## src/rtl/booth_mult_pkg.sv

```systemverilog
// Shared constants and types for the booth_mult sequential multiplier.
// BOOTH_MULT_RADIX4_EN selects radix-4 recoding (2 bits per step); otherwise radix-2.
package booth_mult_pkg;

    localparam int DEFAULT_WIDTH = 8;

`ifdef BOOTH_MULT_RADIX4_EN
    localparam int STEP_BITS = 2;
`else
    localparam int STEP_BITS = 1;
`endif

    typedef enum logic {
        IDLE,
        CALC
    } state_e;

    typedef enum logic [2:0] {
        NONE,
        ADD1,
        SUB1,
        ADD2,
        SUB2
    } booth_op_e;

    // Number of Booth steps needed to consume all multiplier bits.
    function automatic int step_count(input int width);
        return width / STEP_BITS;
    endfunction

endpackage

```

## src/rtl/booth_mult_if.sv

```systemverilog
// Start/busy/done handshake and operand/result bus of the shared multiplier.
interface booth_mult_if #(
    parameter int WIDTH = 8
);
    logic                      start;
    logic signed [WIDTH-1:0]   x;
    logic signed [WIDTH-1:0]   y;
    logic signed [2*WIDTH-1:0] p;
    logic                      busy;
    logic                      done;

    modport master (
        output start, x, y,
        input  p, busy, done
    );

    modport slave (
        input  start, x, y,
        output p, busy, done
    );
endinterface

```

## src/rtl/booth_recoder.sv

```systemverilog
// Booth recoder: maps the examined multiplier bits to an operation and a sign-extended addend.
// With BOOTH_MULT_RADIX4_EN the input is the triplet {y[1], y[0], q(-1)}, otherwise the pair {y[0], q(-1)}.
module booth_recoder
    import booth_mult_pkg::*;
#(
    parameter int WIDTH = DEFAULT_WIDTH
) (
    input  logic [STEP_BITS:0]           bits,
    input  logic [WIDTH-1:0]             x,
    output booth_op_e                    op,
    output logic [WIDTH+STEP_BITS-1:0]   addend
);

    logic [WIDTH+STEP_BITS-1:0] x_ext;

    // Extra sign bits keep +/-x and +/-2x exact, including x = -2^(WIDTH-1).
    assign x_ext = {{STEP_BITS{x[WIDTH-1]}}, x};

    always_comb begin
        // NOTE: default first so every path assigns op; a missing branch would infer a latch.
        op = NONE;
`ifdef BOOTH_MULT_RADIX4_EN
        case (bits)
            3'b001, 3'b010: op = ADD1;
            3'b011:         op = ADD2;
            3'b100:         op = SUB2;
            3'b101, 3'b110: op = SUB1;
            default:        op = NONE;
        endcase
`else
        case (bits)
            2'b01:   op = ADD1;
            2'b10:   op = SUB1;
            default: op = NONE;
        endcase
`endif
    end

    always_comb begin
        addend = '0;
        case (op)
            ADD1:    addend = x_ext;
            SUB1:    addend = -x_ext;
            ADD2:    addend = x_ext << 1;
            SUB2:    addend = -(x_ext << 1);
            default: addend = '0;
        endcase
    end

endmodule

```

## src/rtl/booth_mult.sv

```systemverilog
// Sequential signed Booth multiplier with start/busy/done handshake and full-width product.
// BOOTH_MULT_RADIX4_EN halves the latency (radix-4); the result is identical in both builds.
module booth_mult
    import booth_mult_pkg::*;
#(
    parameter int WIDTH = DEFAULT_WIDTH
) (
    input  logic        clk,
    input  logic        rst_n,
    booth_mult_if.slave bus
);

    localparam int EXT   = WIDTH + STEP_BITS;
    localparam int STEPS = step_count(WIDTH);
    localparam int CNT_W = $clog2(STEPS + 1);

    state_e              state;
    logic [WIDTH-1:0]    x_reg;
    logic [WIDTH-1:0]    acc;
    logic [WIDTH-1:0]    q;
    logic                q_m1;
    logic [CNT_W-1:0]    cnt;
    logic [2*WIDTH-1:0]  product;
    logic                busy_r;
    logic                done_r;

    booth_op_e           op;
    logic [EXT-1:0]      addend;
    logic [EXT-1:0]      acc_ext;
    logic [EXT-1:0]      sum;
    logic [WIDTH-1:0]    acc_next;
    logic [WIDTH-1:0]    q_next;

    booth_recoder #(
        .WIDTH (WIDTH)
    ) u_recoder (
        .bits   ({q[STEP_BITS-1:0], q_m1}),
        .x      (x_reg),
        .op     (op),
        .addend (addend)
    );

    assign acc_ext = {{STEP_BITS{acc[WIDTH-1]}}, acc};
    assign sum     = (op == NONE) ? acc_ext : acc_ext + addend;

    // Arithmetic shift of {sum, q, q_m1}: the wide sum's redundant sign bits drop off the top.
    assign acc_next = sum[EXT-1:STEP_BITS];
    assign q_next   = {sum[STEP_BITS-1:0], q[WIDTH-1:STEP_BITS]};

    always_ff @(posedge clk or negedge rst_n) begin
        if (!rst_n) begin
            state   <= IDLE;
            x_reg   <= '0;
            acc     <= '0;
            q       <= '0;
            q_m1    <= 1'b0;
            cnt     <= '0;
            product <= '0;
            busy_r  <= 1'b0;
            done_r  <= 1'b0;
        end else begin
            // NOTE: non-blocking assignments so every register samples pre-edge values.
            done_r <= 1'b0;
            case (state)
                IDLE: begin
                    if (bus.start) begin
                        x_reg  <= bus.x;
                        acc    <= '0;
                        q      <= bus.y;
                        q_m1   <= 1'b0;
                        cnt    <= CNT_W'(STEPS);
                        busy_r <= 1'b1;
                        state  <= CALC;
                    end
                end
                CALC: begin
                    acc  <= acc_next;
                    q    <= q_next;
                    q_m1 <= q[STEP_BITS-1];
                    cnt  <= cnt - CNT_W'(1);
                    if (cnt == CNT_W'(1)) begin
                        product <= {acc_next, q_next};
                        done_r  <= 1'b1;
                        busy_r  <= 1'b0;
                        state   <= IDLE;
                    end
                end
                default: state <= IDLE;
            endcase
        end
    end

    assign bus.p    = product;
    assign bus.busy = busy_r;
    assign bus.done = done_r;

endmodule

```

## src/flat_wrapper.sv

```systemverilog
// flat-port wrapper written by rule: the top's interface ports become plain ports
module booth_mult_flat import booth_mult_pkg::*;
#(
    parameter int WIDTH = DEFAULT_WIDTH
)
  (clk, rst_n, bus_start, bus_x, bus_y, bus_p, bus_busy, bus_done);
  booth_mult_if #(.WIDTH(WIDTH)) bus_i ();
  input  logic clk;
  input  logic rst_n;
  input wire logic [$bits(bus_i.start)-1:0] bus_start;
  input wire logic [$bits(bus_i.x)-1:0] bus_x;
  input wire logic [$bits(bus_i.y)-1:0] bus_y;
  output wire logic [$bits(bus_i.p)-1:0] bus_p;
  output wire logic [$bits(bus_i.busy)-1:0] bus_busy;
  output wire logic [$bits(bus_i.done)-1:0] bus_done;
  assign bus_i.start = bus_start;
  assign bus_i.x = bus_x;
  assign bus_i.y = bus_y;
  assign bus_p = bus_i.p;
  assign bus_busy = bus_i.busy;
  assign bus_done = bus_i.done;
  booth_mult #(.WIDTH(WIDTH)) u_core (.clk(clk), .rst_n(rst_n), .bus(bus_i));
endmodule
```

## config.mk

```make
export PLATFORM = sky130hd
export DESIGN_NAME = booth_mult_flat
export DESIGN_NICKNAME = d
export VERILOG_FILES = /design/src/rtl/booth_mult_pkg.sv /design/src/rtl/booth_mult_if.sv /design/src/rtl/booth_recoder.sv /design/src/rtl/booth_mult.sv /design/src/flat_wrapper.sv
export SDC_FILE = /design/constraint.sdc
export NUM_CORES = 1
export LEC_CHECK = 0
export ABC_AREA = 1
export BUFFER_PORTS_ARGS = -buffer_cell sky130_fd_sc_hd__clkbuf_2
export CAP_MARGIN = 25
export CORE_ASPECT_RATIO = 0.6
export CORE_MARGIN = 4
export CORE_UTILIZATION = 45
export CTS_CLUSTER_SIZE = 8
export DETAILED_ROUTE_END_ITERATION = 10
export PLACE_DENSITY = 0.7
export SLEW_MARGIN = 40
export SYNTH_ARGS = -nofsm -noshare
export SYNTH_HDL_FRONTEND = slang
export SYNTH_HIERARCHICAL = 1
export SYNTH_SLANG_ARGS = --single-unit
```

## constraint.sdc

```tcl
create_clock -name clk -period 2.8 [get_ports clk]
set_input_delay 0.14 -clock clk [delete_from_list [all_inputs] [get_ports clk]]
set_output_delay 0.14 -clock clk [all_outputs]
set_load 0.05 [all_outputs]
```

==> flow_summary.ini <==
[outcome]
status = finished, final reports clean

[min_path]
holdCritPathClass = primary input to register

[worst_setup_path]
worstSetupEndpoint = u_core/acc[7]
critPathMaxFanout = 9
r2r-start = u_core/q_m1
path_class = register to register
r2r_cells = 13
rr_endpoint = u_core/acc[7]
rrSetupSlack_ns = 0.28
worst_ep_required_time_ns = 2.98
critPathLaunchType = register
setup.worst_path.start = u_core/q_m1
arrival_ns = 2.71
endpoint_kind = register

[sta]
maxSlewHeadroom_pct = 65.00
worst_slew_pin_slew_ns = 0.5250
final-max-slew-violation-count = 0
finalCriticalPeriod_ns = 2.522
fin_skew_ns = 0.003563
fmax_ghz = 0.3965
finalSetupViolations = 0
post-route-period-util_pct = 90.08
rsz0062_at_grt = false
setup_tns_ns = 0
hold_viol_final = 0

[route]
drc = 0
ant_nets = 0
drtIter0Drc = 197
wl_per_cell_um = 12.94
drt-total-wl_um = 6223
vias = 2386
detail_route.vias_per_cell = 4.960
dr.pass1.iters = 4

[floorplanning]
die_area_mm2 = 0.007691
die_w_um = 110.6
coreArea_mm2 = 0.006111
initial_utilization_pct = 46.50
die_height_um = 69.55
floorplan.rows = 22
io_pins = 37

[logic_synthesis]
synth_area_leaders = dfrtp_1, nand2_1, ha_1, inv_1, nand3_1
yosysMostFrequentCell = nand2_1
ys_warn_count = 6
synth_flop_cell = dfrtp_1
yosysTopAreaCell = dfrtp_1
ys_seq_area_share_pct = 42.27
synth_area_per_cell_um2 = 7.828
syn_nets = 397
yosys_register_bits = 48
syn-cell-area_mm2 = 0.002841
async_reset_ff_share_pct = 100.0
synth.distinct_cells = 36
syn_inst = 363
synth_top_area_share_pct = 42.27
synth-edff-count = 0
ys_top_cells_by_count = nand2_1, dfrtp_1, inv_1, nand3_1, ha_1

[power]
netSwitchingFraction_pct = 51.00
ir_drop_v = 0.0005917
power_mw = 4.226
p_sw_mw = 2.155
combPwrFrac_pct = 58.0
p_seq_share_pct = 30.9
powerDensity_mw_per_mm2 = 1332
power.share.clock_pct = 11.1
p_int_mw = 2.071
p_leak_nw = 1.691

[clocking]
cts_root_buffer = clkbuf_8
cts.clk_slew.worst_paths_ns = 0.08
worstSkewPairLatency_ns = 0.29
ctsLongestPathBuffers = 2
cts_setup_buffers = 0
h-tree-depth = 2
cts_sinks = 48
cts_tree = yes
cts_buffers = 5

[placed_design]
dp_hpwl_um = 4791
gp_congestion = 0.8585
place_inst = 474
io_buffers = 36

[cells_and_area]
largest_reg_flops = 16
fill_cells = 592
fin_cells = 481
seq_area_mm2 = 0.001201
layout-drive-gt1-share_pct = 19.90
fin_nets = 432
syn_to_final_growth_pct = 11.62
n_antenna_cell = 0
multi_input_area_mm2 = 0.001368

[grt]
grt_max_degree = 35
antenna_found_initial = 0
grt_pass1_wl_um = 11020
grt-ovfl-total = 0
grtUsageTotal_pct = 17.24
grt_pass1_vias = 2271

[job]
drv_cap = 0
==> worst max-delay path, cell delays in order, from the launching register on <==
cell,delay [ns]
dfrtp_1,0.38
inv_1,0.07
ha_1,0.47
nor3_1,0.11
ha_1,0.22
fa_1,0.40
nand2_1,0.10
nand2_1,0.15
nand3_2,0.12
nand3_1,0.07
nand3_1,0.10
nand2_1,0.09
nand2_1,0.07
nand2_1,0.07
==> area by class of cell <==
cell class              count  area share, %
well taps                  84          3.314
clock buffers               5          2.170
repair buffers             38          6.312
flip-flops and latches     48          37.87
multi-input cells         254          43.12
clock inverters             1         0.9467
inverters                  51          6.272
==> through the flow <==
| step | setup WS (ns) | utilization (%) | hold WS (ns) | instance area [µm²] |
|---|---|---|---|---|
| floorplan | 0.5312 | - | -0.1556 | 2841 |
| global placement | 0.3449 | 50.04 | 0.3060 | 3058 |
| detailed placement | 0.3310 | 50.08 | 0.1574 | 3060 |
| CTS | 0.2960 | 51.86 | 0.02903 | 3169 |
| global route | 0.01709 | 51.90 | 0.04009 | 3172 |
| finish | 0.2777 | 51.90 | 0.03616 | 3172 |
==> power groups by stage <==
stage | registers (mW) | logic, mW | clock network (mW)
2_1_floorplan | 1.61 | 1.61 | 0
3_3_place_gp | 1.30 | 2.39 | 0
3_5_place_dp | 1.32 | 2.43 | 0
4_1_cts | 1.31 | 2.44 | 0.490
5_1_grt | 1.35 | 2.75 | 0.524
6_report | 1.30 | 2.45 | 0.470
==> cell usage in the layout (no fill, tap or decap), types with 2 or more instances in the layout <==
master	instances
a21oi_1	8
a31oi_1	3
clkbuf_2	35
clkbuf_8	5
dfrtp_1	48
ha_1	13
inv_1	43
inv_2	5
inv_4	3
nand2_1	127
nand2_2	6
nand3_1	25
nor2_1	13
nor2_2	3
o21ai_0	5
o21ai_1	13
o21ai_2	8
o221ai_1	8
o22ai_1	5
or2_4	2
==> worst min path at each step <==
stage	from	endpoint	cells after the start
floorplan	rst_n	u_core/acc[0]	0
global placement	rst_n	u_core/x_reg[6]	1
global route	bus_x[2]	u_core/x_reg[2]	3
finish	bus_x[2]	u_core/x_reg[2]	3
detailed placement	rst_n	u_core/acc[7]	1
CTS	bus_x[2]	u_core/x_reg[2]	3
==> logic make-up (layout without fill, tap and decap cells) <==
logic type | after synthesis | after routing | synth area share [%]
buffers and inverters | 61 | 95 | 9.687
flip-flops | 48 | 48 | 42.27
multiplexers | 1 | 1 | 0.3523
other | 1 | 1 | 0.1320
XOR/XNOR | 1 | 1 | 0.3083
adder cells (fa/ha/maj) | 15 | 15 | 6.869
AO/OA/AOI/OAI | 52 | 52 | 12.02
AND/OR/NAND/NOR | 184 | 184 | 28.36
==> layer usage <==
metal | vias to the layer above | global-route usage, % | routed length [µm]
met5 | - | 0 | 0
met1 | 1091 | 28.72 | 3471
li1 | 1226 | - | -
met3 | 2 | 3.575 | 339
met2 | 67 | 22.78 | 2404
met4 | 0 | 2.459 | 8
==> what timing repair did <==
action	CTS	global route
gates resized for setup	0	1
hold endpoints to repair	33	0
hold buffers	1	0
endpoints found under the setup margin	0	2
No activity file was read; power rests on OpenSTA's default activity.
